## src/rtl/booth_pkg.sv

```systemverilog
// Shared types for the radix-2 Booth sequential multiplier: controller
// state encoding and the add/sub/nop decode of the Booth bit pair.
package booth_pkg;

    typedef enum logic [1:0] {
        IDLE = 2'b00,
        RUN  = 2'b01,
        DONE = 2'b10
    } state_t;

    localparam logic [1:0] NOP = 2'b00;
    localparam logic [1:0] ADD = 2'b01;
    localparam logic [1:0] SUB = 2'b10;

    // Q[1:0] = 01 adds M, 10 subtracts M, 00/11 leave A untouched.
    function automatic logic [1:0] booth_op(input logic [1:0] q_pair);
        case (q_pair)
            2'b01:   booth_op = ADD;
            2'b10:   booth_op = SUB;
            default: booth_op = NOP;
        endcase
    endfunction

endpackage

```

## src/rtl/booth_radix2_step.sv

```systemverilog
// One combinational radix-2 Booth iteration: conditional A+/-M followed by
// an arithmetic right shift of the {A,Q} pair.
module booth_radix2_step
    import booth_pkg::*;
#(
    parameter int ACC_W = 5
) (
    input  logic [ACC_W-1:0] a,
    input  logic [ACC_W-1:0] m,
    input  logic [ACC_W-1:0] q,
    output logic [ACC_W-1:0] a_next,
    output logic [ACC_W-1:0] q_next
);

    logic [ACC_W-1:0] sum;

    always_comb begin
        sum = a;
        case (booth_op(q[1:0]))
            ADD:     sum = a + m;
            SUB:     sum = a - m;
            default: sum = a;
        endcase
        a_next = {sum[ACC_W-1], sum[ACC_W-1:1]};
        q_next = {sum[0], q[ACC_W-1:1]};
    end

endmodule

```

## src/rtl/booth_seq_controller.sv

```systemverilog
// Sequential radix-2 Booth multiplier controller: accepts an operand pair,
// runs WIDTH Booth steps, then holds the signed product until consumed.
module booth_seq_controller
    import booth_pkg::*;
#(
    parameter int WIDTH = 4
) (
    input  logic                 clk,
    input  logic                 rst_n,
    input  logic                 in_valid,
    output logic                 in_ready,
    input  logic [WIDTH-1:0]     multiplicand,
    input  logic [WIDTH-1:0]     multiplier,
    output logic                 out_valid,
    input  logic                 out_ready,
    output logic [2*WIDTH-1:0]   product,
    output logic                 busy
);

    localparam int ACC_W = WIDTH + 1;
    localparam int CW    = $clog2(WIDTH) + 1;

    state_t             state_reg, state_next;
    logic [ACC_W-1:0]   a_reg, q_reg, m_reg;
    logic [ACC_W-1:0]   a_step, q_step;
    logic [CW-1:0]      cnt_reg;
    logic [2*WIDTH-1:0] product_reg;
    logic [2*WIDTH:0]   full_step;
    logic               last_step;

    booth_radix2_step #(.ACC_W(ACC_W)) u_step (
        .a      (a_reg),
        .m      (m_reg),
        .q      (q_reg),
        .a_next (a_step),
        .q_next (q_step)
    );

    // Top bit of {A,Q[W:1]} is a redundant sign copy and is dropped.
    assign full_step = {a_step, q_step[ACC_W-1:1]};
    assign last_step = (cnt_reg == CW'(WIDTH - 1));

    always_comb begin
        state_next = state_reg;
        in_ready   = 1'b0;
        out_valid  = 1'b0;
        busy       = 1'b0;
        case (state_reg)
            IDLE: begin
                in_ready = 1'b1;
                if (in_valid) state_next = RUN;
            end
            RUN: begin
                busy = 1'b1;
                if (last_step) state_next = DONE;
            end
            DONE: begin
                busy      = 1'b1;
                out_valid = 1'b1;
                if (out_ready) state_next = IDLE;
            end
            default: state_next = IDLE;
        endcase
    end

    always_ff @(posedge clk) begin
        if (!rst_n) begin
            state_reg   <= IDLE;
            a_reg       <= '0;
            q_reg       <= '0;
            m_reg       <= '0;
            cnt_reg     <= '0;
            product_reg <= '0;
        end else begin
            state_reg <= state_next;
            case (state_reg)
                IDLE: begin
                    if (in_valid) begin
                        a_reg   <= '0;
                        q_reg   <= {multiplier, 1'b0};
                        m_reg   <= {multiplicand[WIDTH-1], multiplicand};
                        cnt_reg <= '0;
                    end
                end
                RUN: begin
                    a_reg   <= a_step;
                    q_reg   <= q_step;
                    cnt_reg <= cnt_reg + CW'(1);
                    if (last_step) product_reg <= full_step[2*WIDTH-1:0];
                end
                DONE: begin
                    // Clearing on hand-off keeps product at zero outside DONE.
                    if (out_ready) product_reg <= '0;
                end
                default: ;
            endcase
        end
    end

    assign product = product_reg;

endmodule

```

## config.mk

```make
export PLATFORM = sky130hd
export DESIGN_NAME = booth_seq_controller
export DESIGN_NICKNAME = d
export VERILOG_FILES = /design/src/rtl/booth_pkg.sv /design/src/rtl/booth_radix2_step.sv /design/src/rtl/booth_seq_controller.sv
export SDC_FILE = /design/constraint.sdc
export NUM_CORES = 1
export LEC_CHECK = 0
export ABC_AREA = 1
export CAP_MARGIN = 0
export CORE_UTILIZATION = 45
export CTS_CLUSTER_DIAMETER = 80
export DETAILED_ROUTE_END_ITERATION = 8
export PLACE_DENSITY = 0.8
export SYNTH_ARGS = -nofsm -noshare
export SYNTH_HDL_FRONTEND = slang
export SYNTH_SLANG_ARGS = --single-unit
```

## constraint.sdc

```tcl
create_clock -name clk -period 2.5 [get_ports clk]
set_input_delay 0.625 -clock clk [delete_from_list [all_inputs] [get_ports clk]]
set_output_delay 0.625 -clock clk [all_outputs]
set_load 0.03 [all_outputs]
```

---- Word level (Yosys, flattened, before mapping) ----
Cells that the tools add are included.
operators by class
  $add $sub $neg .......................... 3
  multiply operators ...................... 0
  div/mod/pow operators ................... 0
  order comparisons ....................... 0
  equality and inequality tests ........... 10
  shift operators ......................... 0
  mux-type cells .......................... 18
  bitwise operators ....................... 0
  reductions and logical operators ........ 8
operators by type and width
  kind                                           count
  case mux 5 bit (2 select lines)                3
  2-to-1 mux 8 bit                               2
  case mux 8 bit (2 select lines)                1
  2-to-1 mux 5 bit                               2
  == test 2 x 1 -> 1 bit, second input constant  3
  == test 2 bit, second input constant           3
  2-to-1 mux 2 bit                               3
  inequality test 2 bit, second input constant   3
  case mux 2 bit (3 select lines)                1
  case mux 3 bit (2 select lines)                1
  AND reduction 3 bit                            2
  adder 5 bit                                    1
  subtractor 5 bit                               1
  case mux 2 bit (2 select lines)                1
  AND reduction 2 bit                            2
  nonzero test 2 bit                             2
  adder 3 x 1 -> 3 bit, second input constant    1
  == test 3 x 2 -> 1 bit, second input constant  1
  2-to-1 mux 1 bit                               3
  2-to-1 mux 3 bit                               1
  logical NOT 2 bit                              1
  OR reduction 2 bit                             1
storage, ports and cells
  register bits ........................... 27
  latch bits .............................. 0
  memory bits (writable) .................. 0
  ROM bits ................................ 0
  word-level logic and storage cells ...... 45
  memories kept ........................... 0

---- Depth between registers and ports, before layout ----
  depth in word-level cells ............... 6
  depth in mapped cells ................... 15

---- Cells and area by module ----
A second synthesis with hierarchy kept.
second synthesis, totals
  cells, all modules ...................... 226
  area total of the unflattened synthesis .. 1530.2 um2
modules (own cells, without submodules)
  module                instances  cells each  area an instance (um2)
  booth_seq_controller  1          159         1154.9
  booth_radix2_step     1          67          375.4

---- Worst setup path before layout ----
OpenSTA, ideal clock, no wires.
  path type ............................... register -> register
  start point ............................. register q_reg[0]
  end point ............................... register product_reg[7] (netlist: product[7])
  arrival ................................. 1.902 ns
  required time ........................... 2.434 ns
  slack ................................... 0.532 ns
  cell stages (with the launch flop) ...... 16
  buffers on the path ..................... 0
  period minus slack after synthesis ...... 1.968 ns
  cell sequence ........................... dfxtp_1 inv_1 ha_1 a31oi_1 xor2_1 inv_1 ha_1 nand2_1 nand2_1 nor2_1 nand2_1 nand3_1 nand2_1 nand2_1 nand2_1 a21oi_2
between the ends
  word-level cells in the longest chain between the ends .. 6
  elaborated cells on any way between the ends .. 8
  classes of those cells .................. 4 x eq/ne; 4 x mux
ends and longest elaborated chain
  item                                                     line                        RTL
  start, declared                                          booth_seq_controller.sv:24  logic [ACC_W-1:0] a_reg, q_reg, m_reg;
  start signal, assigned                                   booth_seq_controller.sv:80  q_reg <= {multiplier, 1'b0};
  start signal, assigned                                   booth_seq_controller.sv:87  q_reg <= q_step;
  == test 2 bit or == test 2 x 1 -> 1 bit (tied branches)  booth_pkg.sv:17             case (q_pair)
  case mux 2 bit (2 select lines) (*)                      booth_pkg.sv:17
  == test 2 bit or == test 2 x 1 -> 1 bit (tied branches)  booth_radix2_step.sv:19     case (booth_op(q[1:0]))
  case mux 5 bit (2 select lines) (*)                      booth_radix2_step.sv:19
  2-to-1 mux 8 bit (*)                                     booth_seq_controller.sv:89  if (last_step) product_reg <= full_step[2*WIDTH-1:0];
  case mux 8 bit (2 select lines) (*)                      booth_seq_controller.sv:76  case (state_reg)
  end signal, assigned                                     booth_seq_controller.sv:89
  end, declared                                            booth_seq_controller.sv:27  logic [2*WIDTH-1:0] product_reg;
Every way passes the cells marked *; elsewhere a longest branch is shown, timed or not. The select of a mux whose other input is x is not followed.
A chain may end at the register's enable or synchronous reset.

---- Final worst setup path ----
  start point ............................. register state_reg[0]
  end point ............................... output in_ready
between the ends
  word-level cells in the longest chain between the ends .. 2
ends and longest elaborated chain
  item                    line                        RTL
  start, declared         booth_seq_controller.sv:23  state_t state_reg, state_next;
  start signal, assigned  booth_seq_controller.sv:75  state_reg <= state_next;
  logical NOT 2 bit       booth_seq_controller.sv:48  case (state_reg)
  2-to-1 mux 1 bit        booth_seq_controller.sv:48
  end, declared           booth_seq_controller.sv:11  output logic in_ready,
No other way between the ends.

==> reports/results.txt <==
status: finished, violations left
failing checks: DRC
Worst-Margin Slew: 0.568 ns
clk_skew: 0.00658 ns
clk slew on worst S/H paths: 0.14 ns
# setup viols final: 0
die width: 58.0 um
CTS Buf Count: 3
most frequent cells in the layout: 54 x nand2_1, 26 x dfxtp_1, 24 x inv_1
CTS tree: built
Post-Route Utilization: 0.591
post-synthesis net count: 216
number of port buffers: 22
grt total ovfl: 0
Reg2Reg Depth: 15
Die Height: 58.0 um
Mean Syn Cell Area: 7.34 sq um
full die area: 3360 sq um
Pre-Repair DR Iteration Count: 9
commonest non-fill, non-tap cell in the layout: nand2_1
setup TNS: 0 ns
FMAX: 0.427 GHz
Lkg Pwr: 0.694 nW
total number of yosys warnings: 0
Detailed Place HPWL: 2.09 mm
post-synthesis sequential area ratio: 0.369
largest net degree at the start of global routing: 17
Post-CTS Hold Buffers: 0
Root Buffer Master: clkbuf_4
CP max stage cell: clkdlybuf4s50_1
first-pass GRT wire length: 4.73 mm
DRT Wirelength: 2.79 mm
critical path fanouts, max: 4
layout cells sized above 1: 0.0744
final period utilization: 0.937
CTS Sinks: 26
htree depth: 1
Hold Crit Depth: 2
Syn Std Cell Area: 1410 sq um
vias per cell: 5.23
Setup CP Type: flop to primary output
Clock power frac: 0.149
Synth Register Bits: 26
Netlist cell types: 24
Area Overhead vs Synth: 19.6%
min Tclk post-route: 2.34 ns
cell-internal power: 0.833 mW
final non-filler cell total: 246
initial drt markers: 45
count of final hold-check violations: 0
Clock Path Buffers: 2
Total GRT Usage: 0.179
Worst Hold Launch: product[2]
Setup crit start: state_reg[0]
Max VDD drop: 0.711 mV
antenna violations before repair: 0
Mapped Cells: 192
GP Congestion: 0.799
RSZ-0062 raised after global routing: false
Data required, critical path: 1.88 ns
startpoint types: flop
initial core utilization: 0.494
Switching Share: 0.432
core area: 2850 sq um
Gate power share: 0.503
worst r2r src: q_reg[0]
Slew HR: 0.621
critical path, cell by cell: inv_1 -> ha_1 -> clkdlybuf4s50_1
max-slew violation count: 0
crit path DAT: 1.72 ns
DP Cell Count: 242
antenna viol nets, final: 0
DR DRC count: 1
crit end category: primary output
vias in the first global route: 1120
DR vias: 1287
Max stage delay on crit path: 0.71 ns
slack of the critical path: 0.156 ns
worst skew pair latency: 0.33 ns
PostCTS Resize Cnt: 0
power per cell area: 870 nW/um^2
final net count: 240
Largest register FFs: 8
max_cap viols: 0
Worst Hold Class: flop to flop
Rows: 19
worst slack, placed: 0.348 ns
Seq pwr share: 0.348
wire per inst: 11.4 um
Post-CTS Setup Inserts: 0
Antenna Cells: 0
IO Count: 23
Net Sw Power: 0.634 mW
-- synth_stat cells --
master    number  share of area
a21oi_1       23          0.082
a21oi_2        3          0.019
a22oi_1        1         0.0053
a31oi_1        4          0.018
buf_6          1         0.0080
clkbuf_1       2         0.0053
dfxtp_1       26           0.37
fa_1           1          0.014
ha_1          11          0.098
inv_1         24          0.064
inv_2          2         0.0053
inv_4          1         0.0044
nand2_1       54           0.14
nand2_2        2         0.0089
nand3_1        7          0.025
nand3b_1       2          0.011
nand4_1        1         0.0044
nor2_1         7          0.019
nor2_2         1         0.0044
o21ai_0       14          0.050
o21ai_4        2          0.023
o22ai_1        1         0.0044
o22ai_2        1         0.0089
xor2_1         1         0.0062
-- cells by family after synthesis --
| logic type | synth area share |
|---|---|
| compound gates | 0.210 |
| xor+xnor | 0.00622 |
| fa+ha+maj | 0.112 |
| buf+inv | 0.0870 |
| flops | 0.369 |
| simple gates | 0.216 |
-- worst max-delay path, delay by kind of cell (launching register included) --
kind	cells	cell delay (ns)
buf+inv	2	0.79
fa+ha+maj	1	0.26
flops	1	0.35
-- per-layer routing --
metal / routed length (um) / share of wire / global-route usage
met1: 1300 / 0.46 / 0.226
met4: 11 / 0.0039 / 0.0408
met5: 0 / 0 / 0
met3: 106 / 0.038 / 0.0335
met2: 1380 / 0.49 / 0.315
-- worst paths after layout --
path | end | slack, ns
hold reg to reg | product[2] | 0.47
hold / removal | product[2] | 0.47
setup / recovery | in_ready | 0.16
setup reg to reg | product[7] | 0.34
-- metrics by stage --
stage / cell area (sq um) / hold slack, ns / total power [mW]
after floorplan: 1410 / 0.429 / 1.09
after global placement: 1650 / 0.448 / 1.24
after detailed placement: 1650 / 0.452 / 1.26
after CTS: 1690 / 0.475 / 1.48
after global routing: 1690 / 0.487 / 1.59
final: 1690 / 0.472 / 1.47
-- power by group through the flow --
stage	logic, mW	registers (mW)	clock network, mW
6_report	0.737	0.510	0.219
5_1_grt	0.828	0.517	0.241
4_1_cts	0.739	0.510	0.226
3_5_place_dp	0.737	0.519	0
3_3_place_gp	0.726	0.518	0
2_1_floorplan	0.579	0.510	0
-- final cells by class --
| class | instances | area [sq um] |
|---|---|---|
| Clock buffer | 4 | 36.3 |
| Multi-Input combinational cell | 136 | 766 |
| Inverter | 27 | 104 |
| Timing Repair Buffer | 22 | 220 |
| Sequential cell | 26 | 520 |
| Fill cell | 278 | 1170 |
| Tap cell | 31 | 38.8 |
(Power assumes the default switching activity.)
==> RTL change (same settings) <==
Encoding of `state_t`: now one-hot (3 bits for 3 states).
--- a/src/rtl/booth_pkg.sv
+++ b/src/rtl/booth_pkg.sv
@@ -4,6 +4,6 @@
 
-    typedef enum logic [1:0] {
-        IDLE = 2'b00,
-        RUN  = 2'b01,
-        DONE = 2'b10
+    typedef enum logic [2:0] {
+        IDLE = 3'b001,
+        RUN  = 3'b010,
+        DONE = 3'b100
     } state_t;
Behaviour: same outputs for any inputs over 10 cycles, from zero or initial values and one cycle with rst_n low; not proved beyond that.
==> RTL change against the original RTL <==
- the run still ends with DRC left
- setup slack worse by 0.062 ns
- final area up 1.8%
- area after synthesis grew 1.2%
- wire length rose by 3.9%
- sequential cell count grew 1
- non-clock buffer count rose by 3
- critical path type unchanged
- critical endpoint unchanged
- highest routed layer unchanged
Power is not compared: it rests on default switching activity, and its combinational part moved more than twofold at a synthesized area within 25%.
==> RTL change: results (changes against the original RTL) <==
Outcome
  – Status: complete, but fails checks
  – Failing checks: DRC

Finish
  – Non-clk buf share: 14.08% (+1.0 points)
  – Non-filler cells, final: 259 (+5.3%)
  – Clock buffers: 3 (-1)
  – Multi-input gate area: 754.5 um^2 (-1.5%)
  – Fraction of area in multi-input gates: 43.98% (-1.5 points)
  – Multi-In Gates: 134 (-1.5%)
  – Clk tree area frac: 1.751% (-0.40 points)
  – Layout cells sized above 1: 7.907% (+0.47 points)
  – # fillers: 287 (+3.2%)
  – Sequential cell area share: 31.51% (+0.63 points)
  – Number of non-clock inverters: 25 (-7.4%)
  – Layout Nets: 237 (-1.3%)
  – Non-clock buffers: 25 (+14%)

Place
  – Pre-CTS setup slack: 0.3310 ns (-0.01752 ns)
  – Post-DP HPWL: 2.252 mm (+7.7%)
  – Routability cong.: 0.8039 (+0.56%)
  – Placed Area: 1687 um^2 (+2.3%)
  – Placed Cells: 255 (+5.4%)

Logic synthesis
  – Synth top area cells: dfxtp_1, nand2_1, a21oi_1
  – Post-synth cell types: 28 (+17%)
  – Seq/Total Area, Yosys: 37.89% (+0.95 points)
  – Synth Instances: 190 (-1.0%)
  – Synth cell count leaders: nand2_1, dfxtp_1, a21oi_1
  – Register bit total from synthesis: 27 (+3.8%)
  – Syn nets: 211 (-2.3%)

Floorplan
  – Num tapcells: 44 (+42%)

Global route
  – First-pass GRT wire length: 4.885 mm (+3.4%)
  – Met1 capacity usage during global routing: 23.46% (+0.90 points)
  – GR Layer Usage met3: 3.516% (+0.17 points)
  – Total Routing Usage GR: 18.76% (+0.89 points)
  – Vias in the first global route: 1183 (+5.6%)
  – Routing usage on met2: 31.03% (-0.49 points)

Route
  – Routed wl met2: 1.401 mm (+1.7%)
  – Routed wl met3: 70 um (-34%)
  – Pre-Repair DR Iteration Count: 6 (-3)
  – DR iter-0 viols: 31 (-31%)
  – Total Wirelength: 2.903 mm (+3.9%)
  – Vias/cell: 4.938 (-5.6%)
  – DRC viols: 1 (unchanged)
  – WL met1: 1.392 mm (+7.3%)

Timing
  – Clock Skew: 0.007897 ns (+0.001314 ns)
  – Post-route setup slack: 0.09428 ns (-0.06202 ns)
  – Hold slack: 0.4735 ns (+0.001297 ns)
  – Slew Limit Headroom: 74.86% (+13 points)

Worst setup path
  – Setup crit start: state_reg[0]$_SDFFE_PN1P_
  – Largest fanout on the critical path: 4 (unchanged)
  – FF-to-FF Start: q_reg[0]$_SDFFE_PN0P_
  – CP max stage delay: 0.73 ns (+0.02 ns)
  – Reg2Reg Setup Slack: 0.28 ns (-0.06 ns)

Clock network
  – Clk buf depth: 2 (unchanged)

Min path
  – Worst Hold Depth: 2 (unchanged)
[RTL change: cell count changes after synthesis, moves of 3 or more]
cell,change
a21oi_2,-3
o21ai_0,-6
o21ai_1,+4
ha_1,-3
[RTL change: worst reg2reg max path: stages (launching register included)]
cell     delay [ns]
dfxtp_1        0.36
inv_1          0.05
ha_1           0.27
a31oi_1        0.22
xor2_1         0.18
inv_1          0.07
ha_1           0.33
nand2_1        0.09
nand2_1        0.06
nor2_1         0.10
nand2_1        0.07
nand3_1        0.08
nand2_1        0.05
nand2_1        0.08
nand2_1        0.05
a21oi_1        0.12
[RTL change: what timing repair did]
action	4_1_cts	5_1_grt
endpoints found under the setup margin	1	0
gates resized for setup	1	0
setup buffers	0	0
[RTL change: logic make-up after synthesis]
| group | count (synthesis) | share of synthesized area, % |
|---|---|---|
| compound gates | 45 | 16.84 |
| buf+inv | 29 | 9.210 |
| flops | 27 | 37.89 |
| xor+xnor | 2 | 1.228 |
| fa+ha+maj | 9 | 8.421 |
| simple gates | 78 | 26.40 |
